$ cat src/rtl/vram_pkg.sv
// Frame-buffer geometry for the VGA scan-out path.
// The 200x150 frame buffer is upscaled 4x to an 800x600 screen.
package vram_pkg;
    localparam int unsigned H_ACT   = 800;
    localparam int unsigned V_ACT   = 600;
    localparam int unsigned SCL     = 2;
    localparam int unsigned FB_W    = H_ACT >> SCL;
    localparam int unsigned FB_H    = V_ACT >> SCL;
    localparam int unsigned FB_SIZE = FB_W * FB_H;
    localparam int unsigned AW      = 15;
    localparam int unsigned DW      = 12;
endpackage

$ cat src/rtl/vram_scan_addr.sv
// Screen position tracking and display read-slot / read-address generation.
// Tracks x/y from hen/ven edges and walks the frame-buffer row base without a multiplier.
module vram_scan_addr
    import vram_pkg::*;
(
    input  logic          pclk,
    input  logic          rstn,
    input  logic          hen,
    input  logic          ven,
    output logic          de,
    output logic          rd_slot,
    output logic [AW-1:0] rd_addr
);

    logic [9:0]    x;
    logic [9:0]    y;
    logic [AW-1:0] row_base;
    logic          synced;
    logic          hen_d;
    logic          hen_fall;

    assign hen_fall = hen_d & ~hen;
    assign de       = hen & ven & synced;
    assign rd_slot  = de & (x[SCL-1:0] == '0);
    assign rd_addr  = row_base + AW'(x >> SCL);

    always_ff @(posedge pclk or negedge rstn) begin
        if (!rstn) begin
            x        <= '0;
            y        <= '0;
            row_base <= '0;
            synced   <= 1'b0;
            hen_d    <= 1'b0;
        end else begin
            hen_d <= hen;
            // Waiting for vblank keeps a mid-frame reset from scanning a torn frame.
            if (!ven) begin
                synced <= 1'b1;
            end
            if (!hen) begin
                x <= '0;
            end else if (de) begin
                x <= x + 10'd1;
            end
            if (!ven) begin
                y        <= '0;
                row_base <= '0;
            end else if (hen_fall) begin
                y <= y + 10'd1;
                // Last screen line of a frame-buffer row: step to the next row.
                if (y[SCL-1:0] == '1) begin
                    row_base <= row_base + AW'(FB_W);
                end
            end
        end
    end

endmodule

$ cat src/rtl/vram_scan_arbiter.sv
// VRAM port arbiter between display scan-out and a drawing unit, plus RGB output pipeline.
// Display reads own their slot; the writer takes any other cycle.
module vram_scan_arbiter
    import vram_pkg::*;
(
    input  logic          pclk,
    input  logic          rstn,
    input  logic          hen,
    input  logic          ven,
    input  logic          hs,
    input  logic          vs,
    input  logic          wr_req,
    input  logic [AW-1:0] wr_addr,
    input  logic [DW-1:0] wr_data,
    output logic          wr_ack,
    output logic [AW-1:0] mem_addr,
    output logic          mem_we,
    output logic [DW-1:0] mem_wdata,
    input  logic [DW-1:0] mem_rdata,
    output logic [DW-1:0] rgb,
    output logic          hs_o,
    output logic          vs_o
);

    logic          de;
    logic          rd_slot;
    logic [AW-1:0] rd_addr;
    logic          ld_d1;
    logic          de_d1;
    logic          hs_d1;
    logic          vs_d1;
    logic [DW-1:0] hold;

    vram_scan_addr u_scan (
        .pclk    (pclk),
        .rstn    (rstn),
        .hen     (hen),
        .ven     (ven),
        .de      (de),
        .rd_slot (rd_slot),
        .rd_addr (rd_addr)
    );

    always_comb begin
        mem_addr  = '0;
        mem_we    = 1'b0;
        mem_wdata = '0;
        wr_ack    = 1'b0;
        if (rd_slot) begin
            mem_addr = rd_addr;
        end else if (wr_req) begin
            mem_addr  = wr_addr;
            mem_wdata = wr_data;
            wr_ack    = 1'b1;
            // Out-of-range writes are acknowledged but never reach the RAM.
            mem_we    = (wr_addr < AW'(FB_SIZE));
        end
    end

    always_ff @(posedge pclk or negedge rstn) begin
        if (!rstn) begin
            ld_d1 <= 1'b0;
            de_d1 <= 1'b0;
            hs_d1 <= 1'b0;
            vs_d1 <= 1'b0;
            hs_o  <= 1'b0;
            vs_o  <= 1'b0;
            hold  <= '0;
            rgb   <= '0;
        end else begin
            ld_d1 <= rd_slot;
            de_d1 <= de;
            hs_d1 <= hs;
            vs_d1 <= vs;
            hs_o  <= hs_d1;
            vs_o  <= vs_d1;
            if (ld_d1) begin
                hold <= mem_rdata;
            end
            // The fresh read covers its own pixel; the next three reuse the held copy.
            rgb <= de_d1 ? (ld_d1 ? mem_rdata : hold) : '0;
        end
    end

endmodule

$ cat config.mk
export PLATFORM = sky130hd
export DESIGN_NAME = vram_scan_arbiter
export DESIGN_NICKNAME = d
export VERILOG_FILES = /design/src/rtl/vram_pkg.sv /design/src/rtl/vram_scan_addr.sv /design/src/rtl/vram_scan_arbiter.sv
export SDC_FILE = /design/constraint.sdc
export NUM_CORES = 1
export LEC_CHECK = 0
export ABC_AREA = 1
export BUFFER_PORTS_ARGS = -buffer_cell sky130_fd_sc_hd__buf_2
export CAP_MARGIN = 40
export CORE_UTILIZATION = 52
export DETAILED_ROUTE_END_ITERATION = 7
export GPL_ROUTABILITY_DRIVEN = 1
export GPL_TIMING_DRIVEN = 0
export HOLD_SLACK_MARGIN = 0.05
export PLACE_DENSITY = 0.8
export SYNTH_ARGS = -nofsm -noshare
export SYNTH_HDL_FRONTEND = slang
export SYNTH_SLANG_ARGS = --single-unit
$ cat constraint.sdc
create_clock -name pclk -period 2.1 [get_ports pclk]
set_input_delay 0.525 -clock pclk [delete_from_list [all_inputs] [get_ports pclk]]
set_output_delay 0.525 -clock pclk [all_outputs]
set_load 0.01 [all_outputs]
* Yosys cells after proc, flatten, opt, wreduce, memory -nomap -nowiden
Cells that the tools add are included.
** Word-level totals
- Logic and storage cells :: 46
- Flip-flop bits (word level) :: 67
- Input port bits :: 46
** Cells by class
- Eq/ne operators :: 4
- $add $sub $neg :: 4
- Multiplexer cells :: 17
- Bitwise operators :: 5
- $lt $le $gt $ge :: 1
- Reductions and logical operators :: 2
** Operators with widths (number)
- $mux W15 :: 5
- $mux W12 :: 4
- $mux W10 :: 4
- $add A10 B1 Y10 const B :: 2
- $add A15 B8 Y15 :: 1
- $add A15 B8 Y15 const B :: 1
- $lt A15 B15 Y1 const B :: 1
- $ne A2 B1 Y1 const B :: 3
- $and A1 B1 Y1 :: 4
- $mux W1 :: 4
- $eq A2 B2 Y1 const B :: 1
- $logic_not A2 Y1 :: 1
- $reduce_and A2 Y1 :: 1
- $not A1 Y1 :: 1

* Longest topological paths before layout
- Depth in word-level cells :: 4
- Mapped depth :: 10

* Hierarchy
From an unflattened synthesis, not the netlist that was laid out.
** Unflattened totals
- Cells, all modules :: 392
- Area total of the unflattened synthesis :: 3001.6 um^2
** By module, submodules not included
- vram_scan_addr :: area an instance 1675.4 um^2, times used 1, seq. area each 650.6 um^2, cells an instance 238
- vram_scan_arbiter :: area an instance 1326.3 um^2, times used 1, seq. area each 750.7 um^2, cells an instance 154

* Worst setup path after synthesis
OpenSTA, ideal clock, no wires.
- Path kind :: register -> output
- Start point :: register u_scan.row_base[7]
- End point :: output port mem_addr[13]
- Stages on the path, launching flop included :: 9
- Required time :: 1.575 ns
- Arrival :: 1.384 ns
- Path slack :: 0.191 ns
- Cells stage by stage :: dfrtp_1 > ha_1 > a21oi_1 > nor2_1 > inv_1 > nand2_1 > a21oi_1 > nand2_1 > nand2_1
** On the way
- Word-level cells in the longest chain between the ends :: 2
** Ends and longest elaborated chain
- from (decl) :: RTL line vram_scan_addr.sv:17 : logic [AW-1:0] row_base;
- from (signal assigned) :: RTL line vram_scan_addr.sv:52 : row_base <= row_base + AW'(FB_W);
- $add A15 B8 Y15 :: RTL line vram_scan_addr.sv:25 : assign rd_addr = row_base + AW'(x >> SCL);
- $mux W15 :: RTL line vram_scan_arbiter.sv:49 : if (rd_slot) begin
- to (decl) :: RTL line vram_scan_arbiter.sv:16 : output logic [AW-1:0] mem_addr,
No other way between the ends.

* Final worst setup path
- Start point :: register u_scan.x[9]
- End point :: output port mem_addr[11]
** On the way
- Word-level cells in the longest chain between the ends :: 2
** Ends and longest elaborated chain
- from (decl) :: RTL line vram_scan_addr.sv:15 : logic [9:0] x;
- from (signal assigned) :: RTL line vram_scan_addr.sv:43 : x <= x + 10'd1;
- $add A15 B8 Y15 :: RTL line vram_scan_addr.sv:25
- $mux W15 :: RTL line vram_scan_arbiter.sv:49
No other way between the ends.

==> metrics.txt <==
Cell variety after synth=27; DP Area=0.00360 mm^2; failing checks=negative setup slack; Routed Antenna Nets=0; Pre-antenna DRT Iters=5; area of the die=0.00618 mm^2; nets@finish=599; Worst Path Required=1.57 ns; Max Freq=416 MHz; vias in the first global route=2,958; clk sinks=56; Synth top area share=45.9%; Synth area leader=dfrtp_1; Post-Syn Area=0.00305 mm^2; Rows=27; core area=0.00557 mm^2; Startpoint Class=register; die height=78.6 um; Final Hold Viols=0; DP Wirelength=5120 um; setup TNS=-2.49 ns; Slew HR=60.3%; critical path class=register to primary output; layout cells sized above 1=34.7%; register bit total from synthesis=56; # hold bufs at CTS=0; critical-path cell list=ha_4 -> nand2_1 -> nor2_1 -> nand2_2 -> a21oi_2 -> o21ai_1 -> buf_2; Maximum Capacitance Violations=0; worst flop-to-flop path endpoint=u_scan.row_base[9]; final worst-path cycle share=114%; first-pass GRT wire length=12,200 um; clock slew at reported path FFs=0.11 ns; Pleak=0.00233 uW; Synth-to-Final Area Change=38.3%; Reg2Reg Depth=9; cells after synthesis=418; initial DRC count=390; Slew @ Worst Pin=0.595 ns; PD cells=550 mW/mm^2; GPL Wtd Cong=0.903; TritonCTS Buffers=5; sequential share of the synthesized area=45.9%; # diodes=0; worst min-delay path class=input pin to asynchronous set/reset pin; Synth area leaders=dfrtp_1, nand2_1, a21oi_1; final setup fails=10; IO Pins=89; Crit-path slowest cell=dfrtp_1; Pins Over Slew Limit=0; Wirelength per Cell=13.4 um; CTS tree=yes; RR Startpoint=u_scan.row_base[4]; H-tree levels=2; CTS root buf=clkbuf_8; vias per cell=5.38; most frequent cells in the layout=nand2_1, buf_2, dfrtp_1; Largest stage delay, worst path=0.43 ns; CTS Buffer Depth=2; Worst-Skew Late Latency=0.31 ns; Syn. warnings=0; width of the die=78.6 um; Crit path arrival time=1.88 ns; R2R setup slack=0.57 ns; Port Buffer Count=88; syn avg cell area=7.30 um^2; final instance area=0.00422 mm^2; Final Worst Setup Slack=-0.302 ns; total track usage=24.7%; Vias=3,311; largest net degree at the start of global routing=32; critical-path maximum fanout=4; grt ovf=0; outcome=finished, violations left; commonest non-fill, non-tap cell in the layout=nand2_1; DRC Markers=0; fin crit period=2.40 ns; CP Capture Type=primary output; aggregate routed wire length=8240 um; initial antenna violation count=0; Clock Skew=0.00531 ns; VDD IR-drop max=0.494 mV; RSZ-0062 raised after global routing=true; Synthesized Nets=474; Initial Util=54.8%
==> stage by stage <==
step                hold WS (ns)  setup WS, ns  cells  power, uW  util, %
finish                     0.207        -0.302    616       2320     75.7
global route               0.247        -0.386    616       2430     75.7
CTS                        0.222        -0.249    608       2310     72.1
detailed placement         0.340       -0.0942    579       1560     64.6
global placement           0.333       -0.0826    578       1540     64.3
floorplan                  0.229         0.191    418       1400        -
==> routing by layer <==
metal / vias up / wire length, um / GRT usage (%) / part of all wire (%)
met5: - / 0 / 0 / 0
met4: 0 / 182 / 6.48 / 2.2
met3: 27 / 510 / 3.95 / 6.2
met2: 154 / 4190 / 46.3 / 51
met1: 1537 / 3360 / 29.0 / 41
li1: 1593 / - / - / -
==> state kept, by name (all words and copies together) (netlist names) <==
name,count
hs_d1,1
u_scan.x,10
hs_o,1
rgb,12
vs_d1,1
ld_d1,1
u_scan.y,2
u_scan.row_base,12
vs_o,1
u_scan.hen_d,1
u_scan.synced,1
hold,12
de_d1,1
==> critical path, delay by kind of cell, from the launching register on <==
family / cells / cell delay, ns
flip-flops: 1 / 0.43
AND/OR/NAND/NOR: 3 / 0.41
adder cells (fa/ha/maj): 1 / 0.33
AO/OA/AOI/OAI: 2 / 0.25
buffers and inverters: 1 / 0.14
==> how the worst max path moves through the flow <==
stage / from / cells past startpoint / to / slack [ns]
after detailed placement: hen / 10 / mem_addr[7] / -0.09
after floorplan: u_scan.row_base[7] / 8 / mem_addr[13] / 0.19
after global placement: hen / 10 / mem_addr[12] / -0.08
after global routing: u_scan.x[9] / 8 / mem_addr[11] / -0.39
final: u_scan.x[9] / 7 / mem_addr[11] / -0.30
after CTS: u_scan.row_base[5] / 11 / mem_addr[10] / -0.25
==> cell families after synthesis <==
group / Yosys count / share of synthesized area [%]
and+or+nand+nor: 229 / 31.1
AOI/OAI and AO/OA: 68 / 11.6
DFF: 56 / 45.9
buffers and inverters: 54 / 7.25
adders and majority gates: 10 / 4.10
other: 1 / 0.123
==> what timing repair did <==
item                                   4_1_cts  5_1_grt
buffers inserted                            20        7
gates cloned                                 1        1
endpoints found under the hold margin        0        0
setup endpoints to repair                   25       23
gates resized for setup                     37       49
pin swaps                                   15       21
==> Yosys cell counts, drive strengths merged <==
| cell type | count |
|---|---|
| nand2 | 143 |
| dfrtp | 56 |
| nor2 | 46 |
| inv | 45 |
| a21oi | 34 |
| o21ai | 29 |
| nand3 | 27 |
| ha | 10 |
| nor3 | 7 |
| buf | 5 |
| clkbuf | 4 |
| nand4 | 4 |
| a21boi | 1 |
| a22o | 1 |
| a31oi | 1 |
| and3 | 1 |
| conb | 1 |
| nor3b | 1 |
| o21a | 1 |
| o31ai | 1 |
==> where the power goes <==
| group | switching [uW] | total, uW | internal [uW] |
|---|---|---|---|
| clock network | 367 | 729 | 362 |
| logic | 235 | 403 | 168 |
| registers | 25.2 | 1190 | 1160 |
==> layout make-up <==
type                       count  area [um^2]
sequential                    56         1400
inverter                      45          181
multi-input combinational    308         1680
buffer                         9         55.1
clock inverter                 3         46.3
tap                           72         90.1
timing repair buffer         118          698
fill                         382         1350
clock buffer                   5         68.8
(Power assumes the default switching activity.)
